--- config.mk ---
export PLATFORM = sky130hd
export DESIGN_NAME = tf_rd_sched
export DESIGN_NICKNAME = d
export VERILOG_FILES = /design/src/rtl/tf_rd_sched.sv
export SDC_FILE = /design/constraint.sdc
export NUM_CORES = 1
export LEC_CHECK = 0
export CAP_MARGIN = 15
export CORE_MARGIN = 2
export CORE_UTILIZATION = 35
export DETAILED_ROUTE_END_ITERATION = 8
export GPL_ROUTABILITY_DRIVEN = 1
export PLACE_DENSITY = 0.62
export SLEW_MARGIN = 25
export SYNTH_ARGS = -nofsm -noshare
export SYNTH_HDL_FRONTEND = slang
export SYNTH_SLANG_ARGS = --single-unit
--- constraint.sdc ---
create_clock -name clk -period 4.9 [get_ports clk]
set_input_delay 0.49 -clock clk [delete_from_list [all_inputs] [get_ports clk]]
set_output_delay 0.49 -clock clk [all_outputs]
set_load 0.1 [all_outputs]
--- src/rtl/tf_rd_sched.sv ---
// Twiddle-factor ROM read sequencer: walks every FFT stage, one address per beat,
// and delays a valid/stage/last tag by the ROM latency so tags line up with rdata.
module tf_rd_sched #(
  parameter int ADDR_WIDTH = 11,
  parameter int NUM_STAGES = 3,
  parameter int LATENCY    = 1,
  parameter int GAP_CYCLES = 0,
  localparam int SW = $clog2(NUM_STAGES)
) (
  input  logic                  clk,
  input  logic                  rst_n,
  input  logic                  start,
  input  logic                  inverse,
  input  logic                  abort,
  output logic [ADDR_WIDTH-1:0] raddr,
  output logic                  tf_valid,
  output logic [SW-1:0]         tf_stage,
  output logic                  tf_last_beat,
  output logic                  tf_last,
  output logic                  busy,
  output logic                  done
);

  localparam int BW = NUM_STAGES - 1;
  localparam int GW = (GAP_CYCLES > 0) ? $clog2(GAP_CYCLES + 1) : 1;
  localparam int DW = $clog2(LATENCY + 1);
  localparam logic [BW-1:0] LB = '1;
  localparam logic [SW-1:0] LS = SW'(NUM_STAGES - 1);
  localparam logic [GW-1:0] G0 = GW'((GAP_CYCLES > 0) ? GAP_CYCLES - 1 : 0);
  localparam logic [DW-1:0] D0 = DW'(LATENCY - 1);

  typedef enum logic [1:0] {
    S_IDLE,
    S_RUN,
    S_GAP,
    S_DRAIN
  } st_t;

  st_t                   r_st;
  logic                  r_inv;
  logic                  r_busy;
  logic [BW-1:0]         r_beat;
  logic [SW-1:0]         r_sidx;
  logic [GW-1:0]         r_gcnt;
  logic [DW-1:0]         r_dcnt;
  logic [ADDR_WIDTH-1:0] r_raddr;
  logic                  r_iss;
  logic [SW-1:0]         r_stg;
  logic                  r_lb;
  logic                  r_ls;
  logic                  r_cv  [LATENCY];
  logic [SW-1:0]         r_cs  [LATENCY];
  logic                  r_clb [LATENCY];
  logic                  r_cl  [LATENCY];

  logic                  w_abt;
  logic                  w_iss;
  logic                  w_inv;
  logic [BW-1:0]         w_nb;
  logic [SW-1:0]         w_ns;
  logic [SW-1:0]         w_stg;
  logic [SW-1:0]         w_sh;
  logic [ADDR_WIDTH-1:0] w_addr;
  logic                  w_lb;
  logic                  w_ls;

  // w_nb/w_ns describe the beat that would be issued at this edge
  always_comb begin
    w_abt = abort & (r_st != S_IDLE);
    w_iss = 1'b0;
    w_nb  = r_beat + BW'(1);
    w_ns  = r_sidx;
    w_inv = r_inv;
    unique case (r_st)
      S_IDLE: begin
        if (start) begin
          w_iss = 1'b1;
          w_nb  = '0;
          w_ns  = '0;
          w_inv = inverse;
        end
      end
      S_RUN: begin
        if (r_beat != LB) begin
          w_iss = 1'b1;
        end else if (r_sidx != LS && GAP_CYCLES == 0) begin
          w_iss = 1'b1;
          w_nb  = '0;
          w_ns  = r_sidx + SW'(1);
        end
      end
      S_GAP: begin
        if (r_gcnt == '0) begin
          w_iss = 1'b1;
          w_nb  = '0;
          w_ns  = r_sidx + SW'(1);
        end
      end
      default: ;
    endcase
    if (w_abt) w_iss = 1'b0;
    w_stg  = w_inv ? LS - w_ns : w_ns;
    w_sh   = LS - w_stg;
    w_addr = ((ADDR_WIDTH'(1) << w_stg) - ADDR_WIDTH'(1))
           + (ADDR_WIDTH'(w_nb) >> w_sh);
    w_lb   = (w_nb == LB);
    w_ls   = w_lb & (w_ns == LS);
  end

  always_ff @(posedge clk or negedge rst_n) begin
    if (!rst_n) begin
      r_st    <= S_IDLE;
      r_inv   <= 1'b0;
      r_busy  <= 1'b0;
      r_beat  <= '0;
      r_sidx  <= '0;
      r_gcnt  <= '0;
      r_dcnt  <= '0;
      r_raddr <= '0;
      r_iss   <= 1'b0;
      r_stg   <= '0;
      r_lb    <= 1'b0;
      r_ls    <= 1'b0;
      for (int i = 0; i < LATENCY; i++) begin
        r_cv[i]  <= 1'b0;
        r_cs[i]  <= '0;
        r_clb[i] <= 1'b0;
        r_cl[i]  <= 1'b0;
      end
    end else begin
      if (w_iss) begin
        r_raddr <= w_addr;
        r_beat  <= w_nb;
        r_sidx  <= w_ns;
      end
      r_iss <= w_iss;
      r_stg <= w_iss ? w_stg : '0;
      r_lb  <= w_iss & w_lb;
      r_ls  <= w_iss & w_ls;
      r_cv[0]  <= r_iss & ~w_abt;
      r_cs[0]  <= w_abt ? '0 : r_stg;
      r_clb[0] <= r_lb & ~w_abt;
      r_cl[0]  <= r_ls & ~w_abt;
      for (int i = 1; i < LATENCY; i++) begin
        r_cv[i]  <= r_cv[i-1] & ~w_abt;
        r_cs[i]  <= w_abt ? '0 : r_cs[i-1];
        r_clb[i] <= r_clb[i-1] & ~w_abt;
        r_cl[i]  <= r_cl[i-1] & ~w_abt;
      end
      if (w_abt) begin
        r_st   <= S_IDLE;
        r_busy <= 1'b0;
      end else begin
        unique case (r_st)
          S_IDLE: begin
            if (start) begin
              r_st   <= S_RUN;
              r_busy <= 1'b1;
              r_inv  <= inverse;
            end
          end
          S_RUN: begin
            if (r_beat == LB) begin
              if (r_sidx == LS) begin
                r_st   <= S_DRAIN;
                r_dcnt <= D0;
              end else if (GAP_CYCLES > 0) begin
                r_st   <= S_GAP;
                r_gcnt <= G0;
              end
            end
          end
          S_GAP: begin
            if (r_gcnt == '0) r_st <= S_RUN;
            else r_gcnt <= r_gcnt - GW'(1);
          end
          S_DRAIN: begin
            if (r_dcnt == '0) begin
              r_st   <= S_IDLE;
              r_busy <= 1'b0;
            end else begin
              r_dcnt <= r_dcnt - DW'(1);
            end
          end
          default: r_st <= S_IDLE;
        endcase
      end
    end
  end

  assign raddr        = r_raddr;
  assign tf_valid     = r_cv[LATENCY-1];
  assign tf_stage     = r_cs[LATENCY-1];
  assign tf_last_beat = r_clb[LATENCY-1];
  assign tf_last      = r_cl[LATENCY-1];
  assign busy         = r_busy;
  assign done         = r_cl[LATENCY-1];

endmodule

# After elaboration in Yosys (flattened, before gate mapping)
# Index checks and enable logic that the tools add are counted.
dict set report classes {
  n_reduce_logical 8
  mux 37
  bitwise_logic 8
  n_addsub 8
  eq_ne 16
  n_shift 2
}
# op n
set op_table {}
lappend op_table {{$mux W2} 17}
lappend op_table {{$ne A3 B3 Y1 const B} 5}
lappend op_table {{$mux W1} 14}
lappend op_table {{$eq A2 B2 Y1 const B} 6}
lappend op_table {{$pmux W2 S3} 2}
lappend op_table {{$add A11 B11 Y11} 1}
lappend op_table {{$shl A1 B2 Y11 const A} 1}
lappend op_table {{$shr A2 B2 Y11} 1}
lappend op_table {{$sub A11 B1 Y11 const B} 1}
lappend op_table {{$ne A2 B2 Y1 const B} 4}
lappend op_table {{$pmux W2 S4} 1}
lappend op_table {{$and A1 B1 Y1} 7}
lappend op_table {{$reduce_and A5 Y1} 1}
lappend op_table {{$add A2 B1 Y2 const B} 2}
lappend op_table {{$pmux W1 S2} 2}
lappend op_table {{$reduce_and A4 Y1} 1}
lappend op_table {{$reduce_bool A2 Y1} 2}
lappend op_table {{$sub A2 B2 Y2 const A} 2}
lappend op_table {{$pmux W1 S3} 1}
lappend op_table {{$reduce_and A3 Y1} 1}
lappend op_table {{$reduce_bool A3 Y1} 1}
lappend op_table {{$eq A2 B1 Y1 const B} 1}
lappend op_table {{$logic_not A2 Y1} 1}
lappend op_table {{$reduce_and A2 Y1} 1}
lappend op_table {{2 further kinds} 3}
dict set report word_totals {
  out_inout_bits 18
  inputBits 5
  register_bits 31
}

# Longest topological paths before layout
dict set report logic_depth {
  ltp_word 9
  mapped_depth 18
}

# Worst setup path after synthesis
# No wires, ideal clock.
dict set report synth_timing {
  path_kind {reg-to-reg}
  startpoint {register r_st[0]}
  endpoint {register r_raddr[2] (netlist: raddr[2])}
  synth_period_minus_slack_ns 3.499
  setup_slack_ns 1.401
  setup_ns 0.128
  t_required_ns 4.772
  path_buffers 1
  path_stages_with_launch 17
  arrival_time_ns 3.371
  path_cell_list {dfrtp_1 buf_4 or3_4 a21boi_1 o22ai_2 ha_1 nand2b_2 o21ai_1 ha_1 a211o_1 mux2_2 ha_1 inv_1 ha_1 xnor2_1 xnor2_1 mux2_1}
}
dict set report synth_between {
  elab_chain_cells 7
  word_cells_on_any_way 17
}
# element line
set synth_rtl {}
lappend synth_rtl {{from (decl)} 39} ;# st_t r_st;
lappend synth_rtl {{from (signal assigned)} 112} ;# r_st <= S_IDLE;
lappend synth_rtl {{from (signal assigned)} 151} ;# r_st <= S_IDLE;
lappend synth_rtl {{from (signal assigned)} 157} ;# r_st <= S_RUN;
lappend synth_rtl {{$eq A2 B2 Y1, or another cell as far along} 74} ;# unique case (r_st)
lappend synth_rtl {{$pmux W2 S3} 74}
lappend synth_rtl {{$sub A2 B2 Y2} 102} ;# w_stg = w_inv ? LS - w_ns : w_ns;
lappend synth_rtl {{$mux W2} 102}
lappend synth_rtl {{$shl A1 B2 Y11 / $sub A2 B2 Y2 (equally long branches)} {104, 103}}
lappend synth_rtl {{$sub A11 B1 Y11 / $shr A2 B2 Y11 (equally long branches)} {104, 105}}
lappend synth_rtl {{$add A11 B11 Y11} 105} ;# + (ADDR_WIDTH'(w_nb) >> w_sh);
lappend synth_rtl {{to (signal assigned)} 132} ;# r_raddr <= w_addr;
lappend synth_rtl {{to (decl)} 46} ;# logic [ADDR_WIDTH-1:0] r_raddr;
# Several ways; a longest one is shown, not always the timed one.
# A chain may end at the register's enable or synchronous reset.

# Worst setup path in the final report
dict set report layout_timing {
  startpoint {input port start}
  endpoint {register r_raddr[2] (netlist: raddr[2])}
}
dict set report layout_between {
  elab_chain_cells 7
  word_cells_on_any_way 16
}
# element line
set layout_rtl {}
lappend layout_rtl {{from (decl)} 12} ;# input logic start,
lappend layout_rtl {{$mux W2} 76} ;# if (start) begin
lappend layout_rtl {{$pmux W2 S3} 74}
lappend layout_rtl {{$sub A2 B2 Y2} 102}
lappend layout_rtl {{$mux W2} 102}
lappend layout_rtl {{$shl A1 B2 Y11 / $sub A2 B2 Y2 (equally long branches)} {104, 103}}
lappend layout_rtl {{$sub A11 B1 Y11 / $shr A2 B2 Y11 (equally long branches)} {104, 105}}
lappend layout_rtl {{$add A11 B11 Y11} 105}
# Several ways; a longest one is shown, not always the timed one.

==> impl_results.md <==
* First-pass GRT wire length at 3.77 mm
* Root buffer cell: clkbuf_8
* Routed via count at 858
* Worst r2r src: r_st[0]
* Max-slew headroom at 35.2%
* Drt drc at 0
* Setup CP Type: in2reg
* Grt ovf at 0
* Busiest layer in global routing: met2
* Post-CTS resize count at 0
* ANT cells at 0
* Dpl ws at 0.721 ns
* Vias in the first global route at 859
* CP Capture Type: register
* PortBufs at 21
* Total placed cells including tap cells at 184
* P&R area growth vs syn at 18.9%
* Routing usage on met1 at 13.3%
* Post CTS Setup Buffer Count at 0
* Final worst slack at 1.03 ns
* Sequential area share after synthesis at 45.7%
* Register bit total from synthesis at 25
* Worst Setup SP: start
* Final Hold Vio Count at 0
* Worst-path fanout max at 5
* Syn Area/Cell at 11.2 sq um
* Final period utilization at 79.0%
* DRT iter0 DRCs at 40
* Met2 usage at 19.6%
* Post-DR vias/cell at 4.56
* Fin Clk Skew at 0.00280 ns
* Hold Buf Count CTS at 0
* Worst-margin pin slew at 0.968 ns
* Post-Layout Cell Count at 188
* Endpoint, Worst Hold: tf_valid
* Post-DP HPWL at 1.55 mm
* Synthesized cell area at 0.00137 sq mm
* Total CTS buffers at 3
* Setup TNS at 0 ns
* HP Class: reg2reg
* Die area at 0.00443 sq mm
* Drt first pass iters at 4
* Core area at 0.00372 sq mm
* Rows at 22
* FMAX at 0.258 GHz
* Worst R2R Path Depth at 15
* Die height at 66.5 um
* R2R Path End: raddr[2]
* RSZ-0062 raised after global routing: false
* Req. time, crit path at 5.05 ns
* Final setup viols at 0
* Placer Congestion at 0.792
* Final nets at 159
* Largest net degree at the start of global routing at 26
* WL final at 2.09 mm
* Startpoint Class: input port
* Hold_sp: r_iss
* Synth Net Count at 140
* Initial core utilization at 36.8%
* Met3 GRT Util at 3.21%
* R2r setup slk at 1.18 ns
* Clock sink total at 25
* Arr. time, crit path at 4.03 ns
* Ports at 23
* H-tree levels at 1
* Max Buffers Root-to-Sink at 2
* # fillers at 349
* Post-route ant nets at 0
* Post-synthesis cell type count at 37
* CTS tree: built
* Total track usage at 10.9%
* Max-Cap Viols at 0
* Die width at 66.5 um
* Clock-pin slew on the worst setup and hold paths at 0.09 ns
* Mapped Cells at 122
* Max Slew Vio Count at 0
* Tmin final at 3.87 ns
* Share of cells above drive strength 1 at 10.0%
* Initial antenna violation count at 0
* Status: complete, no violations
* WHS Path Cells at 1
* Skew-Pair Late Insertion Delay at 0.27 ns
* Synth Warn # at 0
* DR WL/cell at 11.1 um
-- cell families (layout without fill, tap and decap cells) --
family | after synthesis | count (layout) | synth area share (%)
other cells | 1 | 1 | 0.274
flops | 25 | 25 | 45.7
fa+ha+maj | 13 | 13 | 11.9
simple gates | 27 | 27 | 11.8
compound gates | 18 | 18 | 9.60
xor+xnor | 3 | 3 | 1.92
buf+inv | 23 | 41 | 9.05
mux | 12 | 12 | 9.78
-- metrics by stage --
stage | area, sq um | hold slack (ns) | util [%]
finish | 1630 | 0.451 | 43.8
global route | 1630 | 0.473 | 43.8
floorplan | 1370 | 0.194 | -
CTS | 1630 | 0.454 | 43.8
detailed placement | 1580 | 0.433 | 42.5
global placement | 1580 | 0.431 | 42.5
-- synthesized netlist by cell type, drive strengths merged --
library cell  instances  share of area [%]
mux2i                 4                2.9
and4                  1               0.64
nand3                 1               0.37
nor3b                 1               0.55
dfrtp                25                 46
nor2                  6                1.6
o21ai                 6                3.0
mux2                  8                6.9
xnor2                 2                1.3
o21a                  2                1.1
or3b                  1               0.82
nor2b                 1               0.46
xor2                  1               0.64
and2b                 2                1.1
or3                   1               0.82
and2                  6                2.7
nand2                 4                1.1
a211oi                1               0.55
inv                  15                4.1
a211o                 1               0.64
a21oi                 5                2.1
nand2b                2                1.1
buf                   8                4.9
o22ai                 1               0.91
ha                   13                 12
a21boi                1               0.55
conb                  1               0.27
and3                  1               0.46
o211a                 1               0.73
-- state kept, by name (all words and copies together), names as in the netlist --
signal,count
busy,1
done,1
r_beat,2
r_inv,1
r_iss,1
r_lb,1
r_ls,1
r_sidx,2
r_st,2
r_stg,2
raddr,7
tf_last_beat,1
tf_stage,2
tf_valid,1
-- worst max-delay path: stages --
cell and delay, ns:
clkdlybuf4s50_1 0.45, or3_4 0.41, a21boi_1 0.15, o22ai_2 0.25
ha_1 0.27, nand2b_2 0.19, o21ai_1 0.15, ha_1 0.29
a211o_1 0.22, mux2_2 0.26, ha_1 0.19, inv_1 0.06
ha_1 0.15, xnor2_1 0.13, xnor2_1 0.09, mux2_1 0.29
-- worst max-delay path by stage --
stage	slack [ns]	depth (start not counted)	endpoint
2_1_floorplan	1.40	16	raddr[2]
3_3_place_gp	0.80	16	raddr[2]
3_5_place_dp	0.72	16	raddr[2]
4_1_cts	1.01	16	raddr[2]
5_1_grt	0.81	16	raddr[2]
6_report	1.03	16	raddr[2]
-- metal layers --
metal | up-vias | part of all wire [%] | routed length, um
met5 | - | 0 | 0
met4 | 0 | 0 | 0
met3 | 0 | 4.4 | 91
met2 | 17 | 50 | 1040
met1 | 412 | 46 | 955
li1 | 429 | - | -
-- area by class of cell --
type                    instances  area [sq um]  share of cell area (%)
clock inverters                 1          7.51                   0.461
inverters                      15          56.3                    3.46
multi-input cells              74           619                    38.0
repair buffers                 22           218                    13.4
flip-flops and latches         25           626                    38.4
well taps                      48          60.1                    3.69
clock buffers                   3          41.3                    2.54
-- placed cells by master, fill, tap and decap left out, drive strengths merged, types with 2 or more instances in the layout --
cell,count
clkbuf,3
o21a,2
mux2,8
o21ai,6
a21oi,5
inv,15
nor2,6
xnor2,2
nand2b,2
mux2i,4
nand2,4
and2,6
ha,13
clkdlybuf4s50,21
dfrtp,25
and2b,2
Power is not shown: default switching activity piles up to over one toggle a cycle in this logic, so the estimate is an artifact.
